**src/rtl/mbist_march_ctrl.sv**
```systemverilog
`default_nettype none
// ============================================================================
// Module      : mbist_march_ctrl
// Description : March C- memory BIST controller with a two-stage read-compare
//               pipeline and first-failure capture.
// Revision    : 1.0 - initial release
// ============================================================================
module mbist_march_ctrl #(
    parameter int DATA_WIDTH = 8,
    parameter int ADDR_WIDTH = 4,
    parameter int CAPACITY   = 15
) (
    input  logic                  clk,
    input  logic                  rst,
    input  logic                  start,
    output logic                  write_read,
    output logic [ADDR_WIDTH-1:0] address,
    output logic [DATA_WIDTH-1:0] wdata,
    input  logic [DATA_WIDTH-1:0] rdata,
    output logic                  busy,
    output logic                  done,
    output logic                  fail,
    output logic [ADDR_WIDTH-1:0] fail_addr,
    output logic [2:0]            fail_elem,
    output logic [15:0]           err_cnt
);

    localparam logic [2:0] c_st_idle  = 3'd0;
    localparam logic [2:0] c_st_prep  = 3'd1;
    localparam logic [2:0] c_st_run   = 3'd2;
    localparam logic [2:0] c_st_drain = 3'd3;
    localparam logic [2:0] c_st_done  = 3'd4;

    localparam logic [ADDR_WIDTH-1:0] c_addr_last = ADDR_WIDTH'(CAPACITY);
    localparam logic [ADDR_WIDTH-1:0] c_addr_one  = ADDR_WIDTH'(1);
    localparam logic [DATA_WIDTH-1:0] c_ones      = {DATA_WIDTH{1'b1}};

    logic [2:0]            r_state, w_nxt_state;
    logic [2:0]            r_elem, w_nxt_elem;
    logic [ADDR_WIDTH-1:0] r_addr, w_nxt_addr;
    logic                  r_phase, w_nxt_phase;
    logic                  r_drain, w_nxt_drain;
    logic                  r_wr;
    logic [DATA_WIDTH-1:0] r_wdata;
    logic                  w_asc, w_last_op, w_last_addr, w_start_ok;
    logic                  w_nxt_run, w_nxt_wr, w_nxt_lead_ones;

    logic                  r_p1_vld, r_p2_vld;
    logic [DATA_WIDTH-1:0] r_p1_exp, r_p2_exp;
    logic [ADDR_WIDTH-1:0] r_p1_addr, r_p2_addr;
    logic [2:0]            r_p1_elem, r_p2_elem;
    logic                  w_miscmp;

    logic                  r_fail;
    logic [ADDR_WIDTH-1:0] r_fail_addr;
    logic [2:0]            r_fail_elem;
    logic [15:0]           r_err_cnt;

    // M3 and M4 walk the array downward; the rest walk upward.
    assign w_asc       = !((r_elem == 3'd3) || (r_elem == 3'd4));
    assign w_last_op   = (r_elem == 3'd0) || (r_elem == 3'd5) || r_phase;
    assign w_last_addr = w_asc ? (r_addr == c_addr_last) : (r_addr == '0);
    assign w_start_ok  = start && ((r_state == c_st_idle) || (r_state == c_st_done));

    always_comb begin
        w_nxt_state = r_state;
        w_nxt_elem  = r_elem;
        w_nxt_addr  = r_addr;
        w_nxt_phase = r_phase;
        w_nxt_drain = r_drain;
        case (r_state)
            c_st_idle, c_st_done: begin
                if (start) begin
                    w_nxt_state = c_st_prep;
                    w_nxt_elem  = 3'd0;
                    w_nxt_addr  = '0;
                    w_nxt_phase = 1'b0;
                end
            end
            c_st_prep: w_nxt_state = c_st_run;
            c_st_run: begin
                if (!w_last_op) begin
                    w_nxt_phase = 1'b1;
                end else begin
                    w_nxt_phase = 1'b0;
                    if (!w_last_addr) begin
                        w_nxt_addr = w_asc ? (r_addr + c_addr_one) : (r_addr - c_addr_one);
                    end else if (r_elem == 3'd5) begin
                        w_nxt_state = c_st_drain;
                        w_nxt_addr  = '0;
                        w_nxt_drain = 1'b0;
                    end else begin
                        w_nxt_elem = r_elem + 3'd1;
                        // Descending elements start from the top of the array.
                        w_nxt_addr = ((r_elem == 3'd2) || (r_elem == 3'd3)) ? c_addr_last : '0;
                    end
                end
            end
            c_st_drain: begin
                if (r_drain) w_nxt_state = c_st_done;
                else         w_nxt_drain = 1'b1;
            end
            default: w_nxt_state = c_st_idle;
        endcase
    end

    // The op following a read of M1/M3 is a write of ones; all other writes are zeros.
    assign w_nxt_run       = (w_nxt_state == c_st_run);
    assign w_nxt_wr        = w_nxt_run && ((w_nxt_elem == 3'd0) || (w_nxt_phase && (w_nxt_elem != 3'd5)));
    assign w_nxt_lead_ones = w_nxt_run && !w_nxt_phase && ((w_nxt_elem == 3'd1) || (w_nxt_elem == 3'd3));
    assign w_miscmp        = r_p2_vld && (rdata != r_p2_exp);

    always_ff @(posedge clk) begin
        if (rst) begin
            r_state     <= c_st_idle;
            r_elem      <= 3'd0;
            r_addr      <= '0;
            r_phase     <= 1'b0;
            r_drain     <= 1'b0;
            r_wr        <= 1'b0;
            r_wdata     <= '0;
            r_p1_vld    <= 1'b0;
            r_p1_exp    <= '0;
            r_p1_addr   <= '0;
            r_p1_elem   <= 3'd0;
            r_p2_vld    <= 1'b0;
            r_p2_exp    <= '0;
            r_p2_addr   <= '0;
            r_p2_elem   <= 3'd0;
            r_fail      <= 1'b0;
            r_fail_addr <= '0;
            r_fail_elem <= 3'd0;
            r_err_cnt   <= 16'd0;
        end else begin
            r_state   <= w_nxt_state;
            r_elem    <= w_nxt_elem;
            r_addr    <= w_nxt_addr;
            r_phase   <= w_nxt_phase;
            r_drain   <= w_nxt_drain;
            r_wr      <= w_nxt_wr;
            r_wdata   <= w_nxt_lead_ones ? c_ones : '0;
            r_p1_vld  <= w_nxt_run && !w_nxt_wr;
            r_p1_exp  <= ((w_nxt_elem == 3'd2) || (w_nxt_elem == 3'd4)) ? c_ones : '0;
            r_p1_addr <= w_nxt_addr;
            r_p1_elem <= w_nxt_elem;
            r_p2_vld  <= r_p1_vld;
            r_p2_exp  <= r_p1_exp;
            r_p2_addr <= r_p1_addr;
            r_p2_elem <= r_p1_elem;
            if (w_start_ok) begin
                r_fail      <= 1'b0;
                r_fail_addr <= '0;
                r_fail_elem <= 3'd0;
                r_err_cnt   <= 16'd0;
            end else if (w_miscmp) begin
                r_fail <= 1'b1;
                if (r_err_cnt != 16'hFFFF) r_err_cnt <= r_err_cnt + 16'd1;
                if (!r_fail) begin
                    r_fail_addr <= r_p2_addr;
                    r_fail_elem <= r_p2_elem;
                end
            end
        end
    end

    assign write_read = r_wr;
    assign address    = r_addr;
    assign wdata      = r_wdata;
    assign busy       = (r_state == c_st_prep) || (r_state == c_st_run) || (r_state == c_st_drain);
    assign done       = (r_state == c_st_done);
    assign fail       = r_fail;
    assign fail_addr  = r_fail_addr;
    assign fail_elem  = r_fail_elem;
    assign err_cnt    = r_err_cnt;

endmodule
`default_nettype wire

```
**config.mk**
```make
export PLATFORM = sky130hd
export DESIGN_NAME = mbist_march_ctrl
export DESIGN_NICKNAME = d
export VERILOG_FILES = /design/src/rtl/mbist_march_ctrl.sv
export SDC_FILE = /design/constraint.sdc
export NUM_CORES = 1
export LEC_CHECK = 0
export ABC_CLOCK_PERIOD_IN_PS = 2900
export BUFFER_PORTS_ARGS = -buffer_cell sky130_fd_sc_hd__buf_2
export CAP_MARGIN = 20
export CORE_MARGIN = 3
export CORE_UTILIZATION = 49
export CTS_CLUSTER_SIZE = 8
export DETAILED_ROUTE_END_ITERATION = 10
export GPL_ROUTABILITY_DRIVEN = 0
export GPL_TIMING_DRIVEN = 1
export PLACE_DENSITY = 0.72
export SLEW_MARGIN = 20
export SYNTH_ARGS = -nofsm -noshare
export SYNTH_HDL_FRONTEND = slang
export SYNTH_SLANG_ARGS = --single-unit
```
**constraint.sdc**
```tcl
create_clock -name clk -period 2.9 [get_ports clk]
set_clock_uncertainty 0.2 [all_clocks]
set_input_delay 0.29 -clock clk [delete_from_list [all_inputs] [get_ports clk]]
set_output_delay 0.29 -clock clk [all_outputs]
set_load 0.02 [all_outputs]
```
# Word-level counts from Yosys, hierarchy flattened
# Cells that the tools add are included.
# word_totals
reg_bits	70
latch_bits	0
ram_bits	0
romBits	0
input_bits	11
wordCells	102
mem_count	0
# op_classes
addsub	4
mul	0
div_mod_pow	0
magnitude_cmp	0
eq_ne	21
shift	0
mux	28
bitwise_logic	1
reduce_logical	31
# ops
cell	n
3-bit 2-to-1 mux	9
4-bit 2-to-1 mux	6
3-bit by 2-bit == test with 1-bit output (second input constant)	7
16-bit by 1-bit adder with 16-bit output (second input constant)	1
8-bit 2-to-1 mux	2
16-bit inequality test (second input constant)	1
3-bit == test (second input constant)	4
3-bit one-hot mux with 4 select lines	1
1-bit logical OR	10
3-bit zero test	3
2-bit inequality test (second input constant)	4
8-bit inequality test	1
4-bit one-hot mux with 2 select lines	1
1-bit logical AND	7
3-bit by 1-bit == test with 1-bit output (second input constant)	2
1-bit 2-to-1 mux	6
3-bit one-hot mux with 2 select lines	1
4-bit by 1-bit adder with 4-bit output (second input constant)	1
4-bit == test (second input constant)	1
4-bit zero test	1
1-bit one-hot mux with 2 select lines	2
2-bit AND reduction	2
4-bit AND reduction	1
2-bit nonzero test	2
other kinds (7)	9

# Depth between registers and ports, before layout
# Gate-level depths: netlist of the first run.
# logic_depth
depth_word	12
depth_mapped	10
ltp_nobuf	10

# Least setup slack after synthesis of the first run
# OpenSTA, ideal clock, no wires.
# synth_timing
path_kind	flip-flop to flip-flop
start	register, netlist name r_p1_elem[0]
end	register r_p1_exp[6]
setup_time_ns	0.103
arrival_ns	2.478
required_ns	2.597
path_slack_ns	0.118
path_stages_with_launch	8
synth_period_minus_slack_ns	2.782
path_cell_list	dfxtp_1 -> inv_1 -> ha_1 -> mux2i_1 -> mux2_4 -> or3_4 -> a211o_1 -> a2111oi_2
# synth_lines
item	line_no	text
end signal: assignment	143	r_p1_exp <= ((w_nxt_elem == 3'd2) || (w_nxt_elem == 3'd4)) ? c_ones : '0;
end: declaration	49	logic [DATA_WIDTH-1:0] r_p1_exp, r_p2_exp;

==> reports/qor.csv, run 1 <==
stage;metric;value;unit
outcome;status;finished clean;
logic_synthesis;yosysUniqueCellTypes;55;
logic_synthesis;synth-simple-area-share;0.241;
timing;slew_headroom;0.518;
power;p_leak;1.13;nW
detailed_routing;routedLengthMet1;2470;um
logic_synthesis;synth_adder_area_share;0.0546;
clock_tree;clkSinkCount;49;
timing;whs;0.153;ns
final_layout;n_fill_cell;419;
floorplanning;die-area;5840;um^2
logic_synthesis;yosysWarnings;0;
floorplanning;die_x;76.4;um
final_layout;n_antenna_cell;0;
timing;timing.final.ws_setup;0.223;ns
detailed_routing;wl_met2;2510;um
final_layout;seqCellArea;982;um^2
detailed_routing;vias;2224;
detailed_routing;wl;5300;um
timing;rsz0062_at_grt;false;
detailed_routing;top_layer_used;met4;
global_route;grt_pass1_vias;2003;
timing;worst_pin_slew;0.717;ns
timing;hold_viol;0;
timing;period_share;0.923;
floorplanning;core_area;4560;um^2
logic_synthesis;yosysSeqAreaShare;0.404;
timing;finalSetupTns;0;ns
clock_tree;cts.path.max_buffers;2;
logic_synthesis;syn-num-nets;307;
place;hpwl;3920;um
global_route;grt_pass1_wl;9160;um
worst_setup_path;arrival;2.68;ns
logic_synthesis;synth.area.mux_share;0.0232;
hold_path;min_path_type;input pin to flip-flop;
worst_setup_path;end_kind;flip-flop;
worst_setup_path;cp_max_fo;6;
power;total_power;1.26;mW
logic_synthesis;synthArstFlopShare;0;
timing;period_minus_slack;2.68;ns
power;vdd_drop_max;0.000237;V
global_route;grtUsageTotal;0.185;
logic_synthesis;netlist_area;2430;um^2
clock_tree;cts_tree;built;
final_layout;layout.cells.non_filler;394;
final_layout;syn2layout_area_growth;15.7;%
global_route;grt.overflow.total;0;
clock_tree;post-cts-setup-buffers;0;
clock_tree;cts_made_buffers;5;
logic_synthesis;synth-edff-count;0;
detailed_routing;first_iter_violations;96;
floorplanning;std_cell_rows;24;
place;pre_cts_ws;0.137;ns
logic_synthesis;synth_compound_area_frac;0.209;
floorplanning;io_pins;50;
worst_setup_path;worstPathRequired;2.91;ns
detailed_routing;wl_per_cell;13.5;um
power;power_density;449;nW/um^2
final_layout;post_route_cells_drive_above_1_share;0.225;
floorplanning;die_h;76.4;um
logic_synthesis;syn_area_per_cell;8.50;um^2
detailed_routing;dr.pass1.iters;4;
final_layout;nets;349;
place;port_buffers;49;
job;max_cap_viol_count;0;
detailed_routing;vias_per_cell;5.64;
clock_tree;clock_latency;0.30;ns
timing;drv_slew;0;
detailed_routing;post-route-drc-count;0;
clock_tree;cts_max_level;2;
detailed_routing;route.antenna.remaining_nets;0;
detailed_routing;wl_met3;245;um
floorplanning;start_util;0.532;
timing;finalSetupViolations;0;
place;dp_cells;386;
logic_synthesis;syn-instance-count;286;
final_layout;multiInputGateArea;1300;um^2
global_route;grt_max_degree;33;
logic_synthesis;synth_top_family_by_area;simple AND/OR/NAND/NOR gates;
timing;clock.fmax;374;MHz
worst_setup_path;worstSetupPathType;flip-flop to flip-flop;
logic_synthesis;synth_xor_xnor_area_share;0.00721;
logic_synthesis;synth_top_flop_cell;dfxtp_1;
global_route;antenna_found_initial;0;
clock_tree;clkSlewWorstSetupHoldPaths;0.09;ns
clock_tree;cts_root_buffer;clkbuf_8;
worst_setup_path;crit_path_start_kind;flip-flop;
logic_synthesis;yosys_register_bits;49;
logic make-up after synthesis:
group / count (synthesis)
DFF: 49
buffers and inverters: 32
and+or+nand+nor: 111
xor gates and xnor gates: 2
AOI/OAI and AO/OA: 77
adders and majority gates: 10
muxes: 5
registers in the layout, summed over array words and instances, names as in the netlist, 3 cells and up:
| signal | count |
|---|---|
| fail_elem | 3 |
| r_p1_addr | 4 |
| err_cnt | 16 |
| r_state | 3 |
| r_p2_elem | 3 |
| fail_addr | 4 |
| r_p1_elem | 3 |
| r_p2_addr | 4 |
final cells by class:
type                    count  area share
clock buffers               6      0.0294
clock inverters             2      0.0134
inverters                  15      0.0200
multi-input cells         205       0.463
flip-flops and latches     49       0.350
well taps                  65      0.0289
repair buffers             52      0.0953
routing by layer:
metal,track usage,vias up
li1,-,1134
met1,0.238,1025
met2,0.307,58
met3,0.0449,7
met4,0.0580,0
met5,0,-
worst max-delay path: stages, from the launching register on:
cell and delay, ns:
dfxtp_1 0.42, inv_1 0.12, ha_1 0.21, mux2i_1 0.25
buf_4 0.20, inv_1 0.06, ha_1 0.27, a21o_2 0.21
a21oi_1 0.17, xnor2_1 0.15, o21ai_0 0.10, a22o_1 0.23
path summary, 6_finish.rpt:
check / startpoint / end / slack, ns / cells after the start
max: r_p1_elem[1] / r_p1_addr[3] / 0.22 / 11
min: rst / r_p2_addr[0] / 0.15 / 2
max reg2reg: r_p1_elem[1] / r_p1_addr[3] / 0.22 / 11
min reg2reg: r_p2_addr[0] / fail_addr[0] / 0.24 / 2
what timing repair did:
item | CTS | global route
endpoints found under the hold margin | 0 | 0
hold buffers | 0 | 0
endpoints found under the setup margin | 0 | 2
gates resized for setup | 0 | 2
power breakdown:
group	leakage (nW)	internal, mW	switching [mW]
Sequential	0.396	0.678	0.00645
Combinational	0.678	0.0242	0.0470
Clock	0.0574	0.280	0.227
Total	1.13	0.982	0.281
placed cells by master (no fill, tap or decap), types with 3 or more instances in the layout:
master    synthesis  final
nand2_1          25     25
nand4_1           9      9
o31ai_1           9      9
buf_4             7      3
nor2b_1           4      4
buf_2             3     49
ha_1              9      9
dfxtp_1          49     48
nor2_1           22     22
nor3_1            7      7
nor4_1            3      3
a21oi_1          24     24
inv_1            15     15
or4_1            10     10
or3_1             3      3
o21ai_0          17     17
a31oi_1           4      4
nand3_1          13     13
clkbuf_8          0      6
cell usage after synthesis, types with 2 or more instances:
master,number,share of area
nor3_1,7,0.014
inv_1,15,0.023
and2_1,2,0.0051
or2_2,2,0.0051
nor4_1,3,0.0077
o31ai_1,9,0.028
buf_4,7,0.022
xnor2_1,2,0.0072
nand3b_1,2,0.0062
a21oi_1,24,0.049
nand4_1,9,0.023
o21a_1,2,0.0062
dfxtp_1,49,0.40
nand2_1,25,0.039
clkbuf_1,6,0.0093
a22o_1,2,0.0072
and3_1,2,0.0051
mux2i_1,3,0.012
or4_1,10,0.031
o21ai_0,17,0.035
a31oi_1,4,0.010
a311oi_1,2,0.0072
ha_1,9,0.046
nor2b_1,4,0.010
buf_2,3,0.0062
nand3_1,13,0.027
or3_1,3,0.0077
nor2_1,22,0.034
o31a_1,2,0.0072
metrics by stage:
stage / instance area (um^2) / utilization
2_1_floorplan: 2430 / -
4_1_cts: 2810 / 0.615
6_report: 2810 / 0.616
5_1_grt: 2810 / 0.616
3_5_place_dp: 2690 / 0.588
3_3_place_gp: 2690 / 0.588
(Power assumes the default switching activity.)
==> inputs of run 2 (changes only) <==
--- a/config.mk
+++ b/config.mk
@@ -6,13 +6,12 @@
 export NUM_CORES = 1
 export LEC_CHECK = 0
 export ABC_CLOCK_PERIOD_IN_PS = 2900
-export BUFFER_PORTS_ARGS = -buffer_cell sky130_fd_sc_hd__buf_2
+export BUFFER_PORTS_ARGS = -buffer_cell sky130_fd_sc_hd__buf_4
 export CAP_MARGIN = 20
 export CORE_MARGIN = 3
 export CORE_UTILIZATION = 49
 export CTS_CLUSTER_SIZE = 8
 export DETAILED_ROUTE_END_ITERATION = 10
-export GPL_ROUTABILITY_DRIVEN = 0
 export GPL_TIMING_DRIVEN = 1
 export PLACE_DENSITY = 0.72
 export SLEW_MARGIN = 20
==> run 2 against run 1 <==
Against the previous run:
- worst setup slack better by 0.040 ns
- clock power down 20%
- cell area up 3.9%
- hold slack worse by 0.059 ns
- cell count up 0.51%
- wire length up 5.3%
- largest power group unchanged
- highest routed layer unchanged
==> reports/qor.csv, run 2 (same netlist as run 1, synthesis figures left out) <==
stage;metric;value;unit;change
outcome;status;finished clean;;
worst_setup_path;r2r_start;r_p1_elem[0];;
clock_tree;ctsHoldBuffers;0;;unchanged
floorplanning;die-area;5840;um^2;unchanged
power;p_int;0.879;mW;-10%
power;vdd_drop_max;0.000227;V;-4.3%
clock_tree;cts.path.max_buffers;2;;unchanged
timing;period_share;0.909;;-0.0138
place;port_buffers;49;;unchanged
global_route;grt_pass1_vias;2111;;+5.4%
worst_setup_path;cp_common_cell;buf_4;;
worst_setup_path;cpPeakStageDelay;0.40;ns;-0.02 ns
final_layout;layout_common_cells;buf_4 (54), dfxtp_1 (48), nand2_1 (25);;
detailed_routing;first_iter_violations;114;;+19%
global_route;antenna_found_initial;0;;unchanged
power;clkPwrFrac;0.348;;-0.054
place;pre_cts_ws;0.200;ns;+0.0630 ns
final_layout;postLayoutCoreUtil;0.640;;+0.0238
worst_setup_path;crit_path_top_delay_cell;mux2i_1;;
clock_tree;clkSinkCount;49;;unchanged
worst_setup_path;worstPathRequired;2.90;ns;about the same
job;max_cap_viol_count;0;;unchanged
power;p_seq_frac;0.586;;+0.044
clock_tree;cts_made_buffers;5;;unchanged
floorplanning;die_h;76.4;um;unchanged
clock_tree;cts_root_buffer;clkbuf_8;;
worst_setup_path;cp_max_fo;7;;+1
timing;period_minus_slack;2.64;ns;-0.0399 ns
detailed_routing;vias_per_cell;5.75;;+1.9%
power;p_sw;0.288;mW;+2.8%
final_layout;n_antenna_cell;0;;unchanged
timing;timing.final.ws_setup;0.263;ns;+0.0399 ns
final_layout;post_route_cells_drive_above_1_share;0.230;;+0.00468
clock_tree;cts_max_level;2;;unchanged
detailed_routing;route.antenna.remaining_nets;0;;unchanged
power;combPwrFrac;0.066;;+0.010
worst_setup_path;worstSetupPathType;flip-flop to flip-flop;;
worst_setup_path;ff2ff_path_depth;8;;-3
worst_setup_path;arrival;2.63;ns;-0.05 ns
timing;clock.fmax;379;MHz;+1.5%
clock_tree;clock_latency;0.31;ns;about the same
worst_setup_path;crit_chain;buf_4, ha_1, mux2i_2, buf_4, mux2i_1, and4_1, o211ai_1, a2111oi_2;;
timing;whs;0.0942;ns;-0.0591 ns
final_layout;n_fill_cell;419;;unchanged
timing;worst_pin_slew;0.702;ns;-0.0151 ns
place;dp_cells;388;;+0.52%
clock_tree;cts_tree;built;;
detailed_routing;wl;5580;um;+5.3%
global_route;grt.overflow.total;0;;unchanged
worst_setup_path;r2r_slack;0.26;ns;+0.04 ns
floorplanning;die_x;76.4;um;unchanged
worst_setup_path;r2r_end;r_p1_exp[6];;
worst_setup_path;endpoint;r_p1_exp[6];;
clock_tree;ctsResizeCount;0;;unchanged
floorplanning;std_cell_rows;24;;unchanged
timing;hold_viol;0;;unchanged
worst_setup_path;crit_path_start_kind;flip-flop;;
global_route;grt_pass1_wl;9510;um;+3.8%
detailed_routing;wl_per_cell;14.1;um;+4.8%
place;hpwl;4180;um;+6.5%
final_layout;nets;351;;+0.57%
power;power_density;400;nW/um^2;-11%
final_layout;largest_reg_flops;16;;unchanged
power;p_sw_frac;0.247;;+0.0248
floorplanning;core_area;4560;um^2;unchanged
timing;rsz0062_at_grt;false;;
floorplanning;start_util;0.532;;unchanged
clock_tree;post-cts-setup-buffers;0;;unchanged
detailed_routing;post-route-drc-count;0;;unchanged
timing;drv_slew;0;;unchanged
final_layout;mostFrequentLayoutCell;buf_4;;
final_layout;syn2layout_area_growth;20.1;%;
worst_setup_path;end_kind;flip-flop;;
floorplanning;io_pins;50;;unchanged
worst_setup_path;startpoint;r_p1_elem[0];;
detailed_routing;dr.pass1.iters;5;;+1
timing;slew_headroom;0.528;;+0.0101
global_route;grtUsageTotal;0.194;;+0.00885
place;place.gp.congestion;0.874;;
power;p_leak;1.14;nW;+0.99%
final_layout;layout.cells.non_filler;396;;+0.51%
hold_path;min_path_type;input pin to flip-flop;;
timing;finalSetupViolations;0;;unchanged
timing;finalSetupTns;0;ns;unchanged
detailed_routing;vias;2277;;+2.4%
clock_tree;clkSlewWorstSetupHoldPaths;0.09;ns;about the same
global_route;grt_max_degree;33;;unchanged
run 2: cell types whose count changed in the layout (fill, tap and decap cells not counted):
| cell | before | now |
|---|---|---|
| buf_4 | 3 | 54 |
| buf_2 | 49 | 0 |
| clkinv_4 | 0 | 2 |
| bufinv_16 | 1 | 0 |
| clkbuf_8 | 6 | 5 |
| clkinv_2 | 0 | 1 |
| clkinvlp_4 | 1 | 0 |
run 2: critical path: cells and delay by family, from the launching register on:
family,cells,cell delay (ns)
adders and majority gates,1,0.23
DFF,1,0.32
muxes,2,0.64
buffers and inverters,2,0.32
and+or+nand+nor,1,0.32
AOI/OAI and AO/OA,2,0.51
run 2: area by class of cell:
cell class	instances	area [um^2]	area share
clock buffer	5	68.8	0.0236
clock inverter	3	22.5	0.00772
inverter	15	56.3	0.0193
multi-input combinational	205	1300	0.446
sequential	49	982	0.336
tap	65	81.3	0.0279
timing repair buffer	54	405	0.139
run 2: worst min path at each step:
stage	slack, ns	end	depth (start not counted)	startpoint
2_1_floorplan	0.21	r_p2_exp[6]	1	r_p1_exp[6]
3_3_place_gp	0.22	r_p2_vld	1	r_p1_vld
3_5_place_dp	0.23	fail_elem[2]	2	r_p2_elem[2]
4_1_cts	0.09	r_p2_addr[1]	2	rst
5_1_grt	0.09	r_p2_addr[0]	2	rst
6_report	0.09	r_p2_addr[0]	2	rst
run 2: power by group through the flow:
stage               Clock [mW]  Sequential (mW)  Combinational (mW)
floorplan                    0            0.701              0.0441
global placement             0            0.700              0.0766
detailed placement           0            0.700              0.0763
CTS                      0.418            0.684              0.0767
global route             0.439            0.686              0.0845
finish                   0.407            0.684              0.0767
run 2: metrics by stage:
step,instance area (um^2),total power [mW]
6_report,2920,1.17
5_1_grt,2920,1.21
3_3_place_gp,2820,0.776
4_1_cts,2910,1.18
2_1_floorplan,2430,0.745
3_5_place_dp,2820,0.776
run 2: metal layers:
metal	global-route usage	share of wire	vias up
li1	-	-	1133
met1	0.229	0.42	1076
met2	0.349	0.52	62
met3	0.0390	0.049	6
met4	0.0652	0.012	0
met5	0	0	-
==> inputs of run 3 (changes only) <==
--- a/config.mk
+++ b/config.mk
@@ -5,6 +5,7 @@
 export SDC_FILE = /design/constraint.sdc
 export NUM_CORES = 1
 export LEC_CHECK = 0
+export ABC_AREA = 1
 export ABC_CLOCK_PERIOD_IN_PS = 2900
 export BUFFER_PORTS_ARGS = -buffer_cell sky130_fd_sc_hd__buf_4
 export CAP_MARGIN = 20
@@ -14,6 +15,7 @@
 export DETAILED_ROUTE_END_ITERATION = 10
 export GPL_TIMING_DRIVEN = 1
 export PLACE_DENSITY = 0.72
+export SKIP_LAST_GASP = 1
 export SLEW_MARGIN = 20
 export SYNTH_ARGS = -nofsm -noshare
 export SYNTH_HDL_FRONTEND = slang
==> run 3 against run 2 <==
Against the previous run:
- register-to-register slack better by 0.47 ns
- power rose by 4.9%
- via count decreased by 2.0%
- first-iteration DRC count shrank 27%
- fmax up 22%
- largest cell class unchanged
- global-route usage down 1.0 points
- clock power rose by 14%
- cell count up 15%
- hold slack better by 0.0081 ns
- cell area is 1.0% higher
- combinational power is essentially flat
==> reports/qor.csv, run 3 <==
stage;metric;value;unit;change
outcome;status;finished clean;;
clock_tree;cts_max_level;2;;unchanged
global_route;grtUsageTotal;0.184;;-0.0104
floorplanning;std_cell_rows;25;;+4.2%
worst_setup_path;ff2ff_path_depth;12;;+4
place;place.gp.congestion;0.961;;+9.9%
global_route;antenna_found_initial;0;;unchanged
clock_tree;cts.path.max_buffers;2;;unchanged
worst_setup_path;crit_path_top_delay_cell;dfxtp_1;;
timing;whs;0.102;ns;+0.00815 ns
clock_tree;clock_latency;0.29;ns;-0.02 ns
global_route;grt_pass1_wl;9050;um;-4.8%
worst_setup_path;end_kind;flip-flop;;
worst_setup_path;r2r_start;r_p1_elem[0];;
logic_synthesis;synth_area_leaders;dfxtp_1 (40%), nand2_1 (12%), nor2_1 (8.9%), inv_1 (5.0%), ha_1 (4.5%);;
job;max_cap_viol_count;0;;unchanged
timing;drv_slew;0;;unchanged
detailed_routing;wl_per_cell;11.4;um;-19%
power;p_leak;1.37;nW;+20%
worst_setup_path;path_buf_inv;1;;-1
place;port_buffers;49;;unchanged
logic_synthesis;synth-edff-count;0;;unchanged
floorplanning;die_x;77.1;um;+0.90%
power;power_density;415;nW/um^2;+3.8%
clock_tree;post-cts-setup-buffers;0;;unchanged
place;pre_cts_ws;0.769;ns;+0.569 ns
final_layout;n_fill_cell;461;;+10%
global_route;grt_max_degree;20;;-39%
clock_tree;ctsResizeCount;0;;unchanged
place;dp_cells;448;;+15%
detailed_routing;vias;2231;;-2.0%
hold_path;min_path_type;input pin to flip-flop;;
final_layout;mostFrequentLayoutCell;nand2_1;;
final_layout;final_area;2950;um^2;+1.0%
timing;rsz0062_at_grt;false;;
hold_path;hold_start;rst;;
final_layout;layout.cells.non_filler;455;;+15%
logic_synthesis;syn-num-nets;365;;+19%
logic_synthesis;synthArstFlopShare;0;;unchanged
logic_synthesis;synth_top_flop_cell;dfxtp_1;;
clock_tree;cts_tree;built;;
logic_synthesis;yosysUniqueCellTypes;30;;-45%
logic_synthesis;synth_top_area_cell;dfxtp_1;;
final_layout;nets;409;;+17%
worst_setup_path;crit_chain;inv_1, ha_1, nand2_1, nand3_1, nand4_1, nand2_1, nand2_1, nand2_1, nor2_1, nand2_1, nand2_1, nor2_1;;
clock_tree;ctsHoldBuffers;0;;unchanged
global_route;grt.overflow.total;0;;unchanged
worst_setup_path;crit_path_start_kind;flip-flop;;
timing;finalSetupTns;0;ns;unchanged
logic_synthesis;syn-instance-count;344;;+20%
floorplanning;io_pins;50;;unchanged
logic_synthesis;yosysWarnings;0;;unchanged
detailed_routing;wl;5180;um;-7.2%
logic_synthesis;yosysMostFrequentCell;nand2_1;;
worst_setup_path;worstPathRequired;2.89;ns;about the same
clock_tree;clkSinkCount;49;;unchanged
timing;clock.fmax;461;MHz;+22%
timing;timing.final.ws_setup;0.733;ns;+0.469 ns
worst_setup_path;cpPeakStageDelay;0.44;ns;+0.04 ns
floorplanning;core_area;4820;um^2;+5.5%
global_route;grt_pass1_vias;2099;;-0.57%
logic_synthesis;ys_top_cells_by_count;nand2_1 (82), nor2_1 (59), dfxtp_1 (49);;
worst_setup_path;startpoint;r_p1_elem[0];;
worst_setup_path;worstSetupPathType;flip-flop to flip-flop;;
detailed_routing;dr.pass1.iters;4;;-1
final_layout;syn2layout_area_growth;19.0;%;
logic_synthesis;yosysSeqAreaShare;0.396;;-0.00775
floorplanning;die-area;5950;um^2;+1.8%
clock_tree;cts_root_buffer;clkbuf_8;;
final_layout;largest_reg_flops;16;;unchanged
timing;period_minus_slack;2.17;ns;-0.469 ns
timing;period_share;0.747;;-0.162
power;total_power;1.22;mW;+4.9%
worst_setup_path;cp_max_fo;6;;-1
timing;finalSetupViolations;0;;unchanged
detailed_routing;vias_per_cell;4.90;;-15%
clock_tree;clkSlewWorstSetupHoldPaths;0.09;ns;about the same
detailed_routing;route.antenna.remaining_nets;0;;unchanged
detailed_routing;post-route-drc-count;0;;unchanged
worst_setup_path;critPathTopFamily;simple AND/OR/NAND/NOR gates;;
hold_path;hold_path_depth;2;;unchanged
final_layout;layout_common_cells;nand2_1 (82), nor2_1 (59), buf_4 (50);;
detailed_routing;first_iter_violations;83;;-27%
logic_synthesis;syn_area_per_cell;7.20;um^2;-15%
final_layout;postLayoutCoreUtil;0.612;;-0.0273
place;dpl_cell_area;2850;um^2;+0.80%
final_layout;n_antenna_cell;0;;unchanged
timing;slew_headroom;0.592;;+0.0640
logic_synthesis;netlist_area;2480;um^2;+2.0%
worst_setup_path;cp.depth;12;;+4
floorplanning;die_h;77.1;um;+0.90%
logic_synthesis;synth_top_area_frac;0.396;;-0.00775
place;hpwl;3940;um;-5.9%
final_layout;post_route_cells_drive_above_1_share;0.211;;-0.0183
worst_setup_path;cp_common_cell;nand2_1;;
timing;worst_pin_slew;0.611;ns;-0.0913 ns
worst_setup_path;arrival;2.16;ns;-0.47 ns
floorplanning;start_util;0.514;;-0.0181
logic_synthesis;yosys_register_bits;49;;unchanged
clock_tree;cts_made_buffers;5;;unchanged
timing;hold_viol;0;;unchanged
power;vdd_drop_max;0.000178;V;-21%
run 3: cell types whose count changed in the layout (fill, tap and decap cells not counted), sizes merged, moves of 4 or more:
cell   delta
or3       -4
nor3      -4
or4      -11
buf       -4
xnor2     +7
nor2     +40
inv      +26
xor2      +5
nor2b     -4
o31ai     -9
nand2    +60
run 3: report_power, final:
group | leakage, nW | switching, mW | internal (mW)
Combinational | 0.921 | 0.0494 | 0.0275
Sequential | 0.395 | 0.00469 | 0.678
Clock | 0.0540 | 0.215 | 0.251
run 3: area by class of cell:
cell class	count	area [um^2]	share of cell area
Clock buffer	5	68.8	0.0233
Clock inverter	2	35.0	0.0119
Inverter	41	159	0.0539
Multi-Input combinational cell	241	1250	0.423
Sequential cell	49	981	0.333
Tap cell	67	83.8	0.0284
Timing Repair Buffer	50	375	0.127
run 3: worst paths after layout:
kind / to / slack, ns
setup / recovery: write_read / 0.73
setup reg to reg: write_read / 0.73
hold / removal: r_drain / 0.10
hold reg to reg: r_p2_exp[6] / 0.22
run 3: cell families after synthesis:
kind of cell             after synthesis  share of synthesized area
AND/OR/NAND/NOR                      176                      0.302
buffers and inverters                 54                      0.101
flip-flops                            49                      0.396
AO/OA/AOI/OAI                         41                     0.0985
XOR/XNOR                              14                     0.0495
adder cells (fa/ha/maj)               10                     0.0535
run 3: metal layers:
layer | track usage | routed length (um) | vias to the layer above
met5 | 0 | 0 | -
met1 | 0.214 | 2240 | 1006
li1 | - | - | 1163
met4 | 0.0676 | 71 | 0
met2 | 0.333 | 2610 | 54
met3 | 0.0352 | 255 | 8
